==> src/rtl/bp_sacc_cmd_buffer_pkg.sv <==
// bp_sacc_cmd_buffer_pkg
// Shared types for the streaming-accelerator command buffer. It holds the
// processor-config widths, the BedRock memory message layout (header + data
// block), the buffer FSM state encoding and a safe clog2 helper.
// No ports (package).
package bp_sacc_cmd_buffer_pkg;

  // Processor configuration (default config).
  localparam int paddr_width_p     = 40;
  localparam int cce_block_width_p = 64;
  localparam int lce_id_width_p    = 4;
  localparam int lce_assoc_p       = 8;

  // clog2 that never returns 0, so a 1-entry range still gets a 1-bit field.
  function automatic int safe_clog2(input int x);
    return (x <= 1) ? 1 : $clog2(x);
  endfunction

  localparam int lce_way_width_lp = safe_clog2(lce_assoc_p);

  typedef enum logic [3:0] {
    e_bedrock_mem_rd    = 4'd0,
    e_bedrock_mem_wr    = 4'd1,
    e_bedrock_mem_uc_rd = 4'd2,
    e_bedrock_mem_uc_wr = 4'd3
  } bp_bedrock_mem_type_e;

  typedef struct packed {
    bp_bedrock_mem_type_e          msg_type;
    logic [2:0]                    size;
    logic [lce_id_width_p-1:0]     lce_id;
    logic [lce_way_width_lp-1:0]   way_id;
    logic [paddr_width_p-1:0]      addr;
  } bp_bedrock_mem_header_s;

  typedef struct packed {
    bp_bedrock_mem_header_s        header;
    logic [cce_block_width_p-1:0]  data;
  } bp_bedrock_mem_msg_s;

  localparam int cce_mem_msg_width_lp = $bits(bp_bedrock_mem_msg_s);

  typedef enum logic [1:0] {
    e_sacc_idle      = 2'd0,
    e_sacc_wait_resp = 2'd1,
    e_sacc_return    = 2'd2
  } bp_sacc_cmd_buffer_state_e;

endpackage

==> src/rtl/bp_sacc_cmd_buffer_fifo.sv <==
// bp_sacc_cmd_buffer_fifo
// Small 1-read/1-write FIFO holding the queued I/O commands. It uses
// valid/ready on the write side and valid/yumi on the read side. All control
// state resets asynchronously (active low); the storage array does not reset.
// Ports:
//   clk_i, reset_n_i       clock, async active-low reset
//   data_i, v_i, ready_o   enqueue side (ready_o = not full, low in reset)
//   data_o, v_o, yumi_i    dequeue side (data_o = head, v_o = not empty)
module bp_sacc_cmd_buffer_fifo
  import bp_sacc_cmd_buffer_pkg::*;
#(
  parameter int width_p = 8,
  parameter int els_p   = 4
) (
  input  logic               clk_i,
  input  logic               reset_n_i,
  input  logic [width_p-1:0] data_i,
  input  logic               v_i,
  output logic               ready_o,
  output logic [width_p-1:0] data_o,
  output logic               v_o,
  input  logic               yumi_i
);

  localparam int ptr_width_lp = safe_clog2(els_p);
  localparam int cnt_width_lp = $clog2(els_p + 1);

  logic [width_p-1:0]      mem_r [els_p];
  logic [ptr_width_lp-1:0] rd_ptr_r, wr_ptr_r;
  logic [cnt_width_lp-1:0] cnt_r;
  logic                    full, empty, enq, deq;

  assign full    = (cnt_r == cnt_width_lp'(els_p));
  assign empty   = (cnt_r == '0);
  // Held low while reset is asserted so nothing is accepted during reset.
  assign ready_o = ~full & reset_n_i;
  assign v_o     = ~empty;
  assign data_o  = mem_r[rd_ptr_r];
  assign enq     = v_i & ready_o;
  assign deq     = yumi_i & ~empty;

  always_ff @(posedge clk_i or negedge reset_n_i) begin
    if (!reset_n_i) begin
      rd_ptr_r <= '0;
      wr_ptr_r <= '0;
      cnt_r    <= '0;
    end else begin
      if (enq)
        wr_ptr_r <= (wr_ptr_r == ptr_width_lp'(els_p - 1)) ? '0 : wr_ptr_r + ptr_width_lp'(1);
      if (deq)
        rd_ptr_r <= (rd_ptr_r == ptr_width_lp'(els_p - 1)) ? '0 : rd_ptr_r + ptr_width_lp'(1);
      case ({enq, deq})
        2'b10:   cnt_r <= cnt_r + cnt_width_lp'(1);
        2'b01:   cnt_r <= cnt_r - cnt_width_lp'(1);
        default: cnt_r <= cnt_r;
      endcase
    end
  end

  always_ff @(posedge clk_i) begin
    if (enq)
      mem_r[wr_ptr_r] <= data_i;
  end

endmodule

==> src/rtl/bp_sacc_cmd_buffer.sv <==
// bp_sacc_cmd_buffer
// Command buffer in front of a streaming accelerator's CCE-IO command port.
// It queues uncached I/O commands from the network and issues them to the
// accelerator one at a time. It captures the accelerator's one-cycle response
// pulse and holds it for the network until the network yumis it. Responses
// that arrive while no command is outstanding are drained and flagged as
// spurious.
// Optional feature: define BP_SACC_CMD_BUFFER_TIMEOUT_EN to build a response
// watchdog. On expiry it returns {issued header, all-ones data} and sets
// timeout_o. Without it, WAIT_RESP waits forever and timeout_o is 0.
// Ports:
//   clk_i, reset_n_i                      clock, async active-low reset
//   io_cmd_i/io_cmd_v_i/io_cmd_ready_o    command in from network
//   io_resp_o/io_resp_v_o/io_resp_yumi_i  held response out to network
//   acc_cmd_o/acc_cmd_v_o/acc_cmd_ready_i command out to accelerator
//   acc_resp_i/acc_resp_v_i/acc_resp_yumi_o accelerator response pulse in
//   busy_o, spurious_o, timeout_o         status (spurious/timeout sticky)
//
// state      | meaning
// IDLE       | no command outstanding; queue head offered to accelerator
// WAIT_RESP  | one command issued; waiting for its response pulse
// RETURN     | response held on io_resp_o until the network yumis it
module bp_sacc_cmd_buffer
  import bp_sacc_cmd_buffer_pkg::*;
#(
  parameter int fifo_els_p       = 4,
  parameter int timeout_cycles_p = 256
) (
  input  logic                            clk_i,
  input  logic                            reset_n_i,
  input  logic [cce_mem_msg_width_lp-1:0] io_cmd_i,
  input  logic                            io_cmd_v_i,
  output logic                            io_cmd_ready_o,
  output logic [cce_mem_msg_width_lp-1:0] io_resp_o,
  output logic                            io_resp_v_o,
  input  logic                            io_resp_yumi_i,
  output logic [cce_mem_msg_width_lp-1:0] acc_cmd_o,
  output logic                            acc_cmd_v_o,
  input  logic                            acc_cmd_ready_i,
  input  logic [cce_mem_msg_width_lp-1:0] acc_resp_i,
  input  logic                            acc_resp_v_i,
  output logic                            acc_resp_yumi_o,
  output logic                            busy_o,
  output logic                            spurious_o,
  output logic                            timeout_o
);

  bp_sacc_cmd_buffer_state_e       state_r;
  bp_bedrock_mem_msg_s             resp_r;
  logic                            spurious_r;
  logic [cce_mem_msg_width_lp-1:0] head;
  logic                            head_v, head_yumi;

  bp_sacc_cmd_buffer_fifo #(
    .width_p (cce_mem_msg_width_lp),
    .els_p   (fifo_els_p)
  ) cmd_fifo (
    .clk_i     (clk_i),
    .reset_n_i (reset_n_i),
    .data_i    (io_cmd_i),
    .v_i       (io_cmd_v_i),
    .ready_o   (io_cmd_ready_o),
    .data_o    (head),
    .v_o       (head_v),
    .yumi_i    (head_yumi)
  );

  assign acc_cmd_o       = head;
  assign acc_cmd_v_o     = (state_r == e_sacc_idle) & head_v;
  assign head_yumi       = acc_cmd_v_o & acc_cmd_ready_i;
  // The accelerator never holds a response, so every pulse is drained.
  // The yumi is gated so it stays quiet while reset is asserted.
  assign acc_resp_yumi_o = acc_resp_v_i & reset_n_i;
  assign io_resp_v_o     = (state_r == e_sacc_return);
  assign io_resp_o       = resp_r;
  assign busy_o          = (state_r != e_sacc_idle) | head_v;
  assign spurious_o      = spurious_r;

`ifdef BP_SACC_CMD_BUFFER_TIMEOUT_EN
  localparam int wait_cnt_width_lp = safe_clog2(timeout_cycles_p);

  bp_bedrock_mem_msg_s            head_msg;
  bp_bedrock_mem_header_s         hdr_r;
  logic [wait_cnt_width_lp-1:0]   wait_cnt_r;
  logic                           timeout_r;

  assign head_msg  = head;
  assign timeout_o = timeout_r;
`else
  localparam int unused_timeout_cycles_lp = timeout_cycles_p;
  assign timeout_o = 1'b0;
`endif

  always_ff @(posedge clk_i or negedge reset_n_i) begin
    if (!reset_n_i) begin
      state_r    <= e_sacc_idle;
      resp_r     <= '0;
      spurious_r <= 1'b0;
`ifdef BP_SACC_CMD_BUFFER_TIMEOUT_EN
      hdr_r      <= '0;
      wait_cnt_r <= '0;
      timeout_r  <= 1'b0;
`endif
    end else begin
      if (acc_resp_v_i && (state_r != e_sacc_wait_resp))
        spurious_r <= 1'b1;

      unique case (state_r)
        e_sacc_idle: begin
          if (head_yumi) begin
            state_r    <= e_sacc_wait_resp;
`ifdef BP_SACC_CMD_BUFFER_TIMEOUT_EN
            hdr_r      <= head_msg.header;
            wait_cnt_r <= '0;
`endif
          end
        end
        e_sacc_wait_resp: begin
          // A real pulse takes priority over a coincident watchdog expiry.
          if (acc_resp_v_i) begin
            resp_r  <= acc_resp_i;
            state_r <= e_sacc_return;
          end
`ifdef BP_SACC_CMD_BUFFER_TIMEOUT_EN
          else if (wait_cnt_r == wait_cnt_width_lp'(timeout_cycles_p - 1)) begin
            resp_r.header <= hdr_r;
            resp_r.data   <= '1;
            timeout_r     <= 1'b1;
            state_r       <= e_sacc_return;
          end else begin
            wait_cnt_r <= wait_cnt_r + wait_cnt_width_lp'(1);
          end
`endif
        end
        e_sacc_return: begin
          if (io_resp_yumi_i)
            state_r <= e_sacc_idle;
        end
        default: state_r <= e_sacc_idle;
      endcase
    end
  end

endmodule

==> config.mk <==
export PLATFORM = sky130hd
export DESIGN_NAME = bp_sacc_cmd_buffer
export DESIGN_NICKNAME = d
export VERILOG_FILES = /design/src/rtl/bp_sacc_cmd_buffer_pkg.sv /design/src/rtl/bp_sacc_cmd_buffer_fifo.sv /design/src/rtl/bp_sacc_cmd_buffer.sv
export SDC_FILE = /design/constraint.sdc
export NUM_CORES = 1
export LEC_CHECK = 0
export BUFFER_PORTS_ARGS = -buffer_cell sky130_fd_sc_hd__buf_2
export CORE_AREA = 3 3 212 214
export CTS_CLUSTER_DIAMETER = 40
export CTS_CLUSTER_SIZE = 20
export DETAILED_ROUTE_END_ITERATION = 7
export DIE_AREA = 0 0 215 217
export PLACE_DENSITY = 0.75
export SETUP_SLACK_MARGIN = 0.3
export SYNTH_ARGS = -nofsm -noshare
export SYNTH_HDL_FRONTEND = slang
export SYNTH_SLANG_ARGS = --single-unit
==> constraint.sdc <==
create_clock -name clk_i -period 5.1 [get_ports clk_i]
set_input_delay 0 -clock clk_i [delete_from_list [all_inputs] [get_ports clk_i]]
set_output_delay 0 -clock clk_i [all_outputs]
set_load 0.1 [all_outputs]
### Word level (Yosys, flattened, before mapping)

Memories as Yosys holds them, arrays and structs flattened.
Cells that the tools add are included.

| operators by class | value |
|---|---|
| shifts and indexed selects | 0 |
| divide/modulo/power cells | 0 |
| muxes and demuxes | 9 |
| reductions and logical operators | 7 |
| order comparisons | 0 |
| add/subtract/negate cells | 4 |
| equal/unequal tests | 11 |
| bitwise logic cells | 9 |
| multipliers | 0 |

Operators with widths:

| operator | count |
|---|---|
| $mux 2 | 5 |
| $eq 2x2->1 const B | 4 |
| $and 1x1->1 | 6 |
| $ne 2x1->1 const B | 3 |
| $pmux 2 s3 | 1 |
| $pmux 3 s2 | 1 |
| $add 2x1->2 const B | 2 |
| $eq 2x1->1 const B | 2 |
| $reduce_bool 2->1 | 2 |
| $add 3x1->3 const B | 1 |
| $eq 3x3->1 const B | 1 |
| $logic_not 3->1 | 1 |
| $reduce_and 3->1 | 1 |
| $sub 3x1->3 const B | 1 |
| $logic_not 2->1 | 1 |
| $mux 1 | 2 |
| $ne 2x2->1 const B | 1 |
| $not 1->1 | 2 |
| $reduce_and 2->1 | 1 |
| $logic_and 1x1->1 | 1 |
| $or 1x1->1 | 1 |

| word-level totals | value |
|---|---|
| input bits | 242 |
| bits in read-only memories | 0 |
| bits in latches | 0 |
| bits in writable memories | 472 |
| output and inout bits | 243 |
| bits in registers | 128 |
| word-level logic and storage cells | 52 |
| memories kept | 1 |

Memories:

| name | depth | bits a word | read ports | clocked after Yosys merged registers in | write ports | line | text |
|---|---|---|---|---|---|---|---|
| cmd_fifo.mem_r | 4 | 118 | 1 | 0 | 1 | bp_sacc_cmd_buffer_fifo.sv:28 | `logic [width_p-1:0] mem_r [els_p];` |

### Logic depth before layout (Yosys ltp)

Gate-level depths: netlist of the first run.

| logic depth | value |
|---|---|
| depth after elaboration | 7 |
| gate-level depth with buffers | 8 |
| depth with buffers taken out | 8 |

### By module

Synthesis of the first run repeated with hierarchy kept, for this count alone.

| second synthesis, totals | value |
|---|---|
| cells, all modules | 927 |
| area total of the unflattened synthesis | 22556.6 sq um |

Modules (own cells, without submodules):

| module | cells each | seq. area each (sq um) | instances | area each (sq um) |
|---|---|---|---|---|
| bp_sacc_cmd_buffer_fifo | 659 | 14348.8 | 1 | 17468.0 |
| bp_sacc_cmd_buffer | 268 | 3027.9 | 1 | 5088.6 |

### Worst setup path after synthesis of the first run

No wires, ideal clock.

| timing path | value |
|---|---|
| path type | reg2reg |
| start point | reg cmd_fifo.cnt_r[0] |
| end point | mem cmd_fifo.mem_r[0][0] (netlist name) (enable) |
| data required time | 4.609 ns |
| data arrival time | 3.570 ns |
| setup time | 0.491 ns |
| path buffers | 0 |
| path slack | 1.039 ns |
| cell stages (with the launch flop) | 4 |
| clock period less this slack | 4.061 ns |
| cell sequence | dfrtp_1 nor2_1 a21oi_1 and2_1 |

| between the ends | value |
|---|---|
| longest elaborated chain between the ends | 6 |

Ends and longest elaborated chain:

| what | line | text |
|---|---|---|
| start, declared | bp_sacc_cmd_buffer_fifo.sv:30 | `logic [cnt_width_lp-1:0] cnt_r;` |
| start signal, assigned | bp_sacc_cmd_buffer_fifo.sv:53 | `2'b10: cnt_r <= cnt_r + cnt_width_lp'(1);` |
| start signal, assigned | bp_sacc_cmd_buffer_fifo.sv:54 | `2'b01: cnt_r <= cnt_r - cnt_width_lp'(1);` |
| start signal, assigned | bp_sacc_cmd_buffer_fifo.sv:55 | `default: cnt_r <= cnt_r;` |
| $eq 3x3->1 | bp_sacc_cmd_buffer_fifo.sv:33 | `assign full = (cnt_r == cnt_width_lp'(els_p));` |
| $not 1->1 | bp_sacc_cmd_buffer_fifo.sv:36 | `assign ready_o = ~full & reset_n_i;` |
| $and 1x1->1 | bp_sacc_cmd_buffer_fifo.sv:36 |  |
| $and 1x1->1 | bp_sacc_cmd_buffer_fifo.sv:39 | `assign enq = v_i & ready_o;` |
| $mux 1 | bp_sacc_cmd_buffer_fifo.sv:61 | `if (enq)` |
| $mux 1 (not written as such) | bp_sacc_cmd_buffer_fifo.sv:62 | `mem_r[wr_ptr_r] <= data_i;` |
| end, declared | bp_sacc_cmd_buffer_fifo.sv:28 |  |

No other way between the ends.

### Worst setup path in the final report of the first run

| timing path | value |
|---|---|
| start point | in reset_n_i |
| end point | mem cmd_fifo.mem_r[1][79] (netlist name) (enable) |

| between the ends | value |
|---|---|
| longest elaborated chain between the ends | 4 |

Ends and longest elaborated chain:

| what | line | text |
|---|---|---|
| start, declared | bp_sacc_cmd_buffer.sv:30 | `input logic reset_n_i,` |
| $and 1x1->1 | bp_sacc_cmd_buffer_fifo.sv:36 |  |
| $and 1x1->1 | bp_sacc_cmd_buffer_fifo.sv:39 |  |
| $mux 1 | bp_sacc_cmd_buffer_fifo.sv:61 |  |
| $mux 1 (not written as such) | bp_sacc_cmd_buffer_fifo.sv:62 |  |

No other way between the ends.

==> results of run 1 <==
==> area by class of cell <==
type                       instances  area [µm²]  area share
tap                              585         732      0.0245
clock buffer                      76        1860      0.0622
multi-input combinational        275        4300       0.144
antenna                            2        5.00    0.000168
inverter                           5        18.8    0.000628
clock inverter                    53         537      0.0180
sequential                       600       17400       0.582
timing repair buffer             737        5030       0.168
==> per-layer routing <==
metal  track usage  up-vias
met3        0.0535      126
met1         0.296     6368
met4         0.116        4
met2         0.396      582
met5             0        -
li1              -     5329
==> how the worst max path moves through the flow <==
stage / startpoint / endpoint
6_report: reset_n_i / cmd_fifo.mem_r[1][79]
5_1_grt: reset_n_i / cmd_fifo.mem_r[1][79]
4_1_cts: reset_n_i / cmd_fifo.mem_r[1][79]
3_5_place_dp: cmd_fifo.cnt_r[0] / cmd_fifo.mem_r[3][3]
3_3_place_gp: cmd_fifo.cnt_r[0] / cmd_fifo.mem_r[3][3]
2_1_floorplan: cmd_fifo.cnt_r[0] / cmd_fifo.mem_r[0][0]
==> layout by cell type, fill, tap and decap left out, drive strengths merged <==
master and count:
ha 6, fa 1, dlygate4sd3 243, mux2 123, nor2 5, buf 494, clkinvlp 7, xnor2 2
dfrtp 128, a21oi 1, conb 1, o21ai 2, nor3 2, clkbuf 76, bufinv 1, inv 24
edfxtp 472, and2 5, mux4 118, clkinv 26, xor2 1, diode 2, nand2 2, a21boi 1
a21o 1, nand2b 2, nand3b 2
==> sequential cells by signal, indices dropped and copies added, names as in the netlist <==
register / count
cmd_fifo.cnt_r: 3
spurious_o: 1
state_r: 2
io_resp_o: 118
cmd_fifo.rd_ptr_r: 2
cmd_fifo.mem_r: 472
cmd_fifo.wr_ptr_r: 2
==> metrics by stage <==
stage / util / cells / cell area, µm² / hold WS, ns
detailed placement: 0.581 / 1958 / 25000 / -0.0483
floorplan: - / 920 / 22000 / -0.296
global placement: 0.581 / 1958 / 25000 / -0.0527
CTS: 0.693 / 2331 / 29900 / 0.105
finish: 0.693 / 2333 / 29900 / 0.161
global route: 0.693 / 2332 / 29900 / 0.165
==> repair_timing <==
item,CTS,global route
gates resized for setup,0,0
endpoints found under the hold margin,642,0
hold buffers,244,0
==> tightest hold or removal path: stages <==
cell,delay (ns)
dlygate4sd3_1,0.53
buf_2,0.10
o21ai_0,0.07
==> cell families (layout without fill, tap and decap cells) <==
group,Yosys count,in the layout,share of synthesized area
xor+xnor,3,3,0.00119
flops,600,600,0.789
other cells,1,3,0.000170
mux,241,241,0.183
buf+inv,45,871,0.0165
simple gates,18,18,0.00432
fa+ha+maj,7,7,0.00432
compound gates,5,5,0.00136
==> summary.log, run 1 <==
[status] run status finished, final reports clean
[layout] area growth from synthesis to layout 35.5%
[grt] antenna violations before repair 4
[logic_synthesis] share of synthesized area occupied by flip-flops and latches 0.789
[placement] post-placement setup slack 2.37 ns
[logic_synthesis] number of synthesized flops with an enable pin 472
[setup_path] endpoint kind of the worst setup timing path flip-flop
[sta] final setup TNS 0 ns
[cts] count of clock tree sinks 600
[cts] Clock H-tree levels 3
[logic_synthesis] Post-Synthesis Cells 920
[min_path] classification of the worst-slack hold path in -> reg
[logic_synthesis] most numerous cell in the Yosys netlist edfxtp_1
[setup_path] cell mode on critical path dlygate4sd3_1
[sta] count of final setup violators 0
[cts] maximum buffer depth of the clock tree 3
[sta] highest attainable clock frequency 340 MHz
[setup_path] class of the most critical setup path in -> reg
[drt] average wire per standard cell 23.5 µm
[setup_path] buffering stage count on the worst path with inverters included 4
[grt] vias in the first global route 13600
[drt] uppermost layer routed met5
[logic_synthesis] area share of the largest cell type after synthesis 0.643
[sta] post-layout minimum cycle time 2.94 ns
[drt] vias per cell 5.32
[sta] setup repair after global routing missed its margin false
[setup_path] critical register-to-register path startpoint cmd_fifo.cnt_r[0]
[layout] number of nets in the layout 1938
[die] die boundary height 217 µm
[sta] final-report hold violation count 0
[logic_synthesis] count of warnings emitted by yosys 0
[sta] final worst slack 2.16 ns
[sta] slew at the pin closest to its max-slew limit 1.18 ns
[cts] CTS clk-pin slew, worst paths 0.07 ns
[drt] sum of met3 wire segment lengths after detailed routing 3810 µm
[sta] Max-slew headroom 0.214
[sta] final worst path period share 0.577
[logic_synthesis] most instantiated cells after synthesis edfxtp_1, dfrtp_1, mux2_2, mux4_2, buf_6
[drt] routed length on met1 20700 µm
[logic_synthesis] Synth Cell Area 22000 µm²
[setup_path] Levels on crit path 7
[setup_path] cell with the largest stage delay on the worst path and2_4
[die] Die Footprint 46700 µm²
[sta] post-route clock skew 0.0334 ns
[setup_path] register-to-register path setup slack 2.37 ns
[die] number of rows in the core area 76
[die] top-level I/O count 485
[placement] Port Buffer Count 483
[drt] Residual DRC 0
[logic_synthesis] most instantiated flip-flop cell in the synthesis netlist edfxtp_1
[logic_synthesis] mean instance size in the synthesized netlist 23.9 µm²
[min_path] worst-case hold path end point state_r[1]
[drt] wire length on met2 27700 µm
[setup_path] crit-path max FO 68
[placement] GPL Wtd Cong 0.829
[setup_path] cells traversed along the worst timing path dlygate4sd3_1, dlygate4sd3_1, buf_6, nand2_1, a21oi_1, and2_4, buf_12
[cts] postcts setup bufs 0
[layout] Layout fillers 2591
[setup_path] top cell family by delay on the critical path buffers and inverters
[logic_synthesis] leading post-synthesis cells by cell area edfxtp_1, dfrtp_1, mux4_2
[setup_path] slowest stage delay, CP 0.78 ns
[cts] Worst-Skew Late Latency 0.58 ns
[logic_synthesis] register bit total from synthesis 600
[drt] Iter 0 DRT Violations 885
[setup_path] r2r worst-path depth 4
[logic_synthesis] number of distinct library cells after synthesis 24
[grt] global routing usage summed across all routing layers 0.237
[cts] number of buffers inserted during clock tree synthesis 70
[grt] pin count of the biggest net entering global routing 88
[cts] cell chosen for the clock root clkbuf_16
[setup_path] kind of launch point of the worst setup path input port
[logic_synthesis] cell taking the most area after synthesis edfxtp_1
[placement] Detailed Place HPWL 32000 µm
[setup_path] Critical Path AT 3.16 ns
[drt] iteration count of the initial detailed-routing pass 7
[grt] global-route wire length before repair 83400 µm
[setup_path] Worst Path Required 5.32 ns
[layout] share of post-route cells with drive strength above 1 0.495
[drt] routed wire length 54900 µm
[drt] number of nets with antenna violations after detailed routing 0
[min_path] origin of the worst min-delay path io_resp_yumi_i
[min_path] number of cells on the worst hold path 3
[logic_synthesis] Syn Nets 1169
[logic_synthesis] proportion of register bits with asynchronous set or reset after synthesis 0.213
[die] core outline area 43100 µm²
[die] die boundary width 215 µm
[grt] final global-route overflow total 0
[run] max capacitance violation total 0
[die] Initial Util 0.511
[drt] total vias in the final route 12400
[sta] Slew Limit Fails 0
[cts] clock tree from TritonCTS built
[setup_path] r2r endpoint cmd_fifo.mem_r[1][79]
Power of run 1 is not shown: default switching activity piles up to over one toggle a cycle in this logic, so the estimate is an artifact.
==> run 2: changes to the inputs <==
==> constraint.sdc (replaced) <==
create_clock -name clk_i -period 2.8 [get_ports clk_i]
set_input_delay 0 -clock clk_i [delete_from_list [all_inputs] [get_ports clk_i]]
set_output_delay 0 -clock clk_i [all_outputs]
set_load 0.1 [all_outputs]
==> run 2 against run 1 <==
Wire length increased by 5.7%. Sequential share of layout area decreased by 1.1 points. Setup slack got worse by 1.8 ns. Critical path type is now reg -> out. Critical endpoint is now acc_cmd_o[0].
==> summary.log, run 2 (synthesis results as in run 1) <==
[status] run status finished, final reports clean [unchanged]
[placement] GPL Wtd Cong 0.816 [was 0.829]
[drt] vias per cell 5.33 [was 5.32]
[cts] number of buffers inserted during clock tree synthesis 75 [was 70]
[sta] post-route clock skew 0.0339 ns [was 0.0334 ns]
[sta] Max-slew headroom 0.385 [was 0.214]
[min_path] origin of the worst min-delay path io_cmd_i[96] [was io_resp_yumi_i]
[layout] register name with the most flops cmd_fifo.mem_r [unchanged]
[cts] Clock H-tree levels 3 [unchanged]
[grt] global routing usage summed across all routing layers 0.253 [was 0.237]
[setup_path] critical register-to-register path startpoint cmd_fifo.cnt_r[1] [was cmd_fifo.cnt_r[0]]
[cts] Worst-Skew Late Latency 0.62 ns [was 0.58 ns]
[sta] final setup TNS 0 ns [unchanged]
[die] number of rows in the core area 76 [unchanged]
[setup_path] r2r endpoint cmd_fifo.cnt_r[2] [was cmd_fifo.mem_r[1][79]]
[setup_path] cells traversed along the worst timing path buf_12, mux4_2, buf_2 [was dlygate4sd3_1, dlygate4sd3_1, buf_6, nand2_1, a21oi_1, and2_4, buf_12]
[layout] Layout fillers 2483 [was 2591]
[setup_path] r2r worst-path depth 8 [was 4]
[drt] iteration count of the initial detailed-routing pass 5 [was 7]
[run] max capacitance violation total 0 [unchanged]
[grt] pin count of the biggest net entering global routing 120 [was 88]
[die] top-level I/O count 485 [unchanged]
[die] die boundary height 217 µm [unchanged]
[placement] Detailed Place HPWL 33600 µm [was 32000 µm]
[die] core outline area 43100 µm² [unchanged]
[drt] Iter 0 DRT Violations 847 [was 885]
[sta] count of final setup violators 0 [unchanged]
[setup_path] register-to-register path setup slack 0.60 ns [was 2.37 ns]
[setup_path] kind of launch point of the worst setup path flip-flop [was input port]
[sta] highest attainable clock frequency 410 MHz
[setup_path] class of the most critical setup path reg -> out [was in -> reg]
[cts] maximum buffer depth of the clock tree 3 [unchanged]
[grt] final global-route overflow total 0 [unchanged]
[setup_path] slowest stage delay, CP 0.67 ns [was 0.78 ns]
[layout] share of post-route cells with drive strength above 1 0.506 [was 0.495]
[cts] cell chosen for the clock root clkbuf_16 [unchanged]
[setup_path] endpoint kind of the worst setup timing path primary output [was flip-flop]
[layout] max reg flops 472 [unchanged]
[cts] count of clock tree sinks 600 [unchanged]
[setup_path] cell with the largest stage delay on the worst path dfrtp_4 [was and2_4]
[drt] number of nets with antenna violations after detailed routing 0 [unchanged]
[drt] Residual DRC 0 [unchanged]
[drt] average wire per standard cell 24.5 µm [was 23.5 µm]
[sta] Slew Limit Fails 0 [unchanged]
[drt] routed wire length 58000 µm [was 54900 µm]
[sta] final-report hold violation count 0 [unchanged]
[die] die boundary width 215 µm [unchanged]
[grt] antenna violations before repair 4 [unchanged]
[layout] top library cells by usage in the layout, fill and taps aside buf_2, edfxtp_1, dlygate4sd3_1 [unchanged]
[grt] vias in the first global route 14100 [was 13600]
[drt] total vias in the final route 12600 [was 12400]
[sta] post-layout minimum cycle time 2.44 ns
[setup_path] Critical Path AT 2.44 ns [was 3.16 ns]
[grt] global-route wire length before repair 88500 µm [was 83400 µm]
[cts] clock tree from TritonCTS built [unchanged]
[die] Initial Util 0.511 [unchanged]
[sta] slew at the pin closest to its max-slew limit 0.920 ns [was 1.18 ns]
[cts] CTS clk-pin slew, worst paths 0.06 ns [was 0.07 ns]
[layout] most frequent standard cell in the layout excluding fill and tap cells buf_2 [unchanged]
[min_path] classification of the worst-slack hold path in -> reg [unchanged]
[min_path] worst-case hold path end point cmd_fifo.mem_r[3][96] [was state_r[1]]
[sta] final worst path period share 0.871
[layout] area growth from synthesis to layout 38.2% [was 35.5%]
[setup_path] Worst Path Required 2.80 ns [was 5.32 ns]
[min_path] number of cells on the worst hold path 2 [was 3]
[placement] Port Buffer Count 483 [unchanged]
[die] Die Footprint 46700 µm² [unchanged]
[setup_path] crit-path max FO 62 [was 68]
[layout] number of nets in the layout 1966 [was 1938]
[sta] setup repair after global routing missed its margin false [unchanged]
run 2: changes by cell type in the layout (fill, tap and decap cells not counted), moves of 3 or more:
cell	previous run	this run
clkinv_2	4	7
clkbuf_16	73	80
buf_4	4	16
clkinvlp_4	7	4
clkbuf_4	0	7
bufinv_16	1	4
clkinv_8	10	4
buf_12	7	20
buf_2	482	474
inv_8	5	11
run 2: per-stage QoR:
| stage | hold WS, ns | cells | area (µm²) | setup WS, ns | utilization |
|---|---|---|---|---|---|
| global placement | -0.0819 | 1977 | 25300 | 0.651 | 0.587 |
| detailed placement | -0.0799 | 1977 | 25300 | 0.624 | 0.587 |
| floorplan | -0.296 | 920 | 22000 | 0.0344 | - |
| CTS | 0.0977 | 2363 | 30400 | 0.302 | 0.706 |
| finish | 0.152 | 2366 | 30400 | 0.361 | 0.707 |
| global route | 0.135 | 2365 | 30400 | 0.301 | 0.707 |
run 2: worst max-delay path, delay by kind of cell, from the launching register on:
family	cells	cell delay, ns
buffers and inverters	2	0.82
DFF	1	0.67
muxes	1	0.30
run 2: worst max-delay path by stage:
stage / start / endpoint / slack [ns] / cells after the start
2_1_floorplan: cmd_fifo.cnt_r[0] / cmd_fifo.mem_r[0][0] / 0.03 / 3
3_3_place_gp: cmd_fifo.cnt_r[0] / cmd_fifo.cnt_r[2] / 0.65 / 8
3_5_place_dp: cmd_fifo.cnt_r[1] / cmd_fifo.cnt_r[2] / 0.62 / 8
4_1_cts: cmd_fifo.rd_ptr_r[1] / acc_cmd_o[5] / 0.30 / 3
5_1_grt: cmd_fifo.rd_ptr_r[1] / acc_cmd_o[49] / 0.30 / 3
6_report: cmd_fifo.rd_ptr_r[1] / acc_cmd_o[0] / 0.36 / 3
run 2: area by class of cell:
| cell class | count | area (µm²) | share of cell area |
|---|---|---|---|
| Tap cell | 585 | 732 | 0.0240 |
| Antenna cell | 3 | 7.51 | 0.000247 |
| Sequential cell | 600 | 17400 | 0.571 |
| Timing Repair Buffer | 760 | 5400 | 0.177 |
| Multi-Input combinational cell | 275 | 4310 | 0.142 |
| Clock inverter | 56 | 587 | 0.0193 |
| Clock buffer | 82 | 2010 | 0.0660 |
| Inverter | 5 | 18.8 | 0.000617 |
run 2: routing by layer:
layer  track usage  part of all wire  vias to the layer above
met5             0           0.00012                        -
met4        0.0989             0.037                        2
met3        0.0600             0.073                      117
met2         0.444              0.53                      601
met1         0.306              0.37                     6505
li1              -                 -                     5388
run 2: what timing repair did:
action / CTS / global route
buffers inserted: 6 / 0
endpoints found under the hold margin: 725 / 0
resized for setup: 1 / 7
setup endpoints to repair: 103 / 7
hold buffers: 242 / 0
Power of run 2 is left out for the same reason.
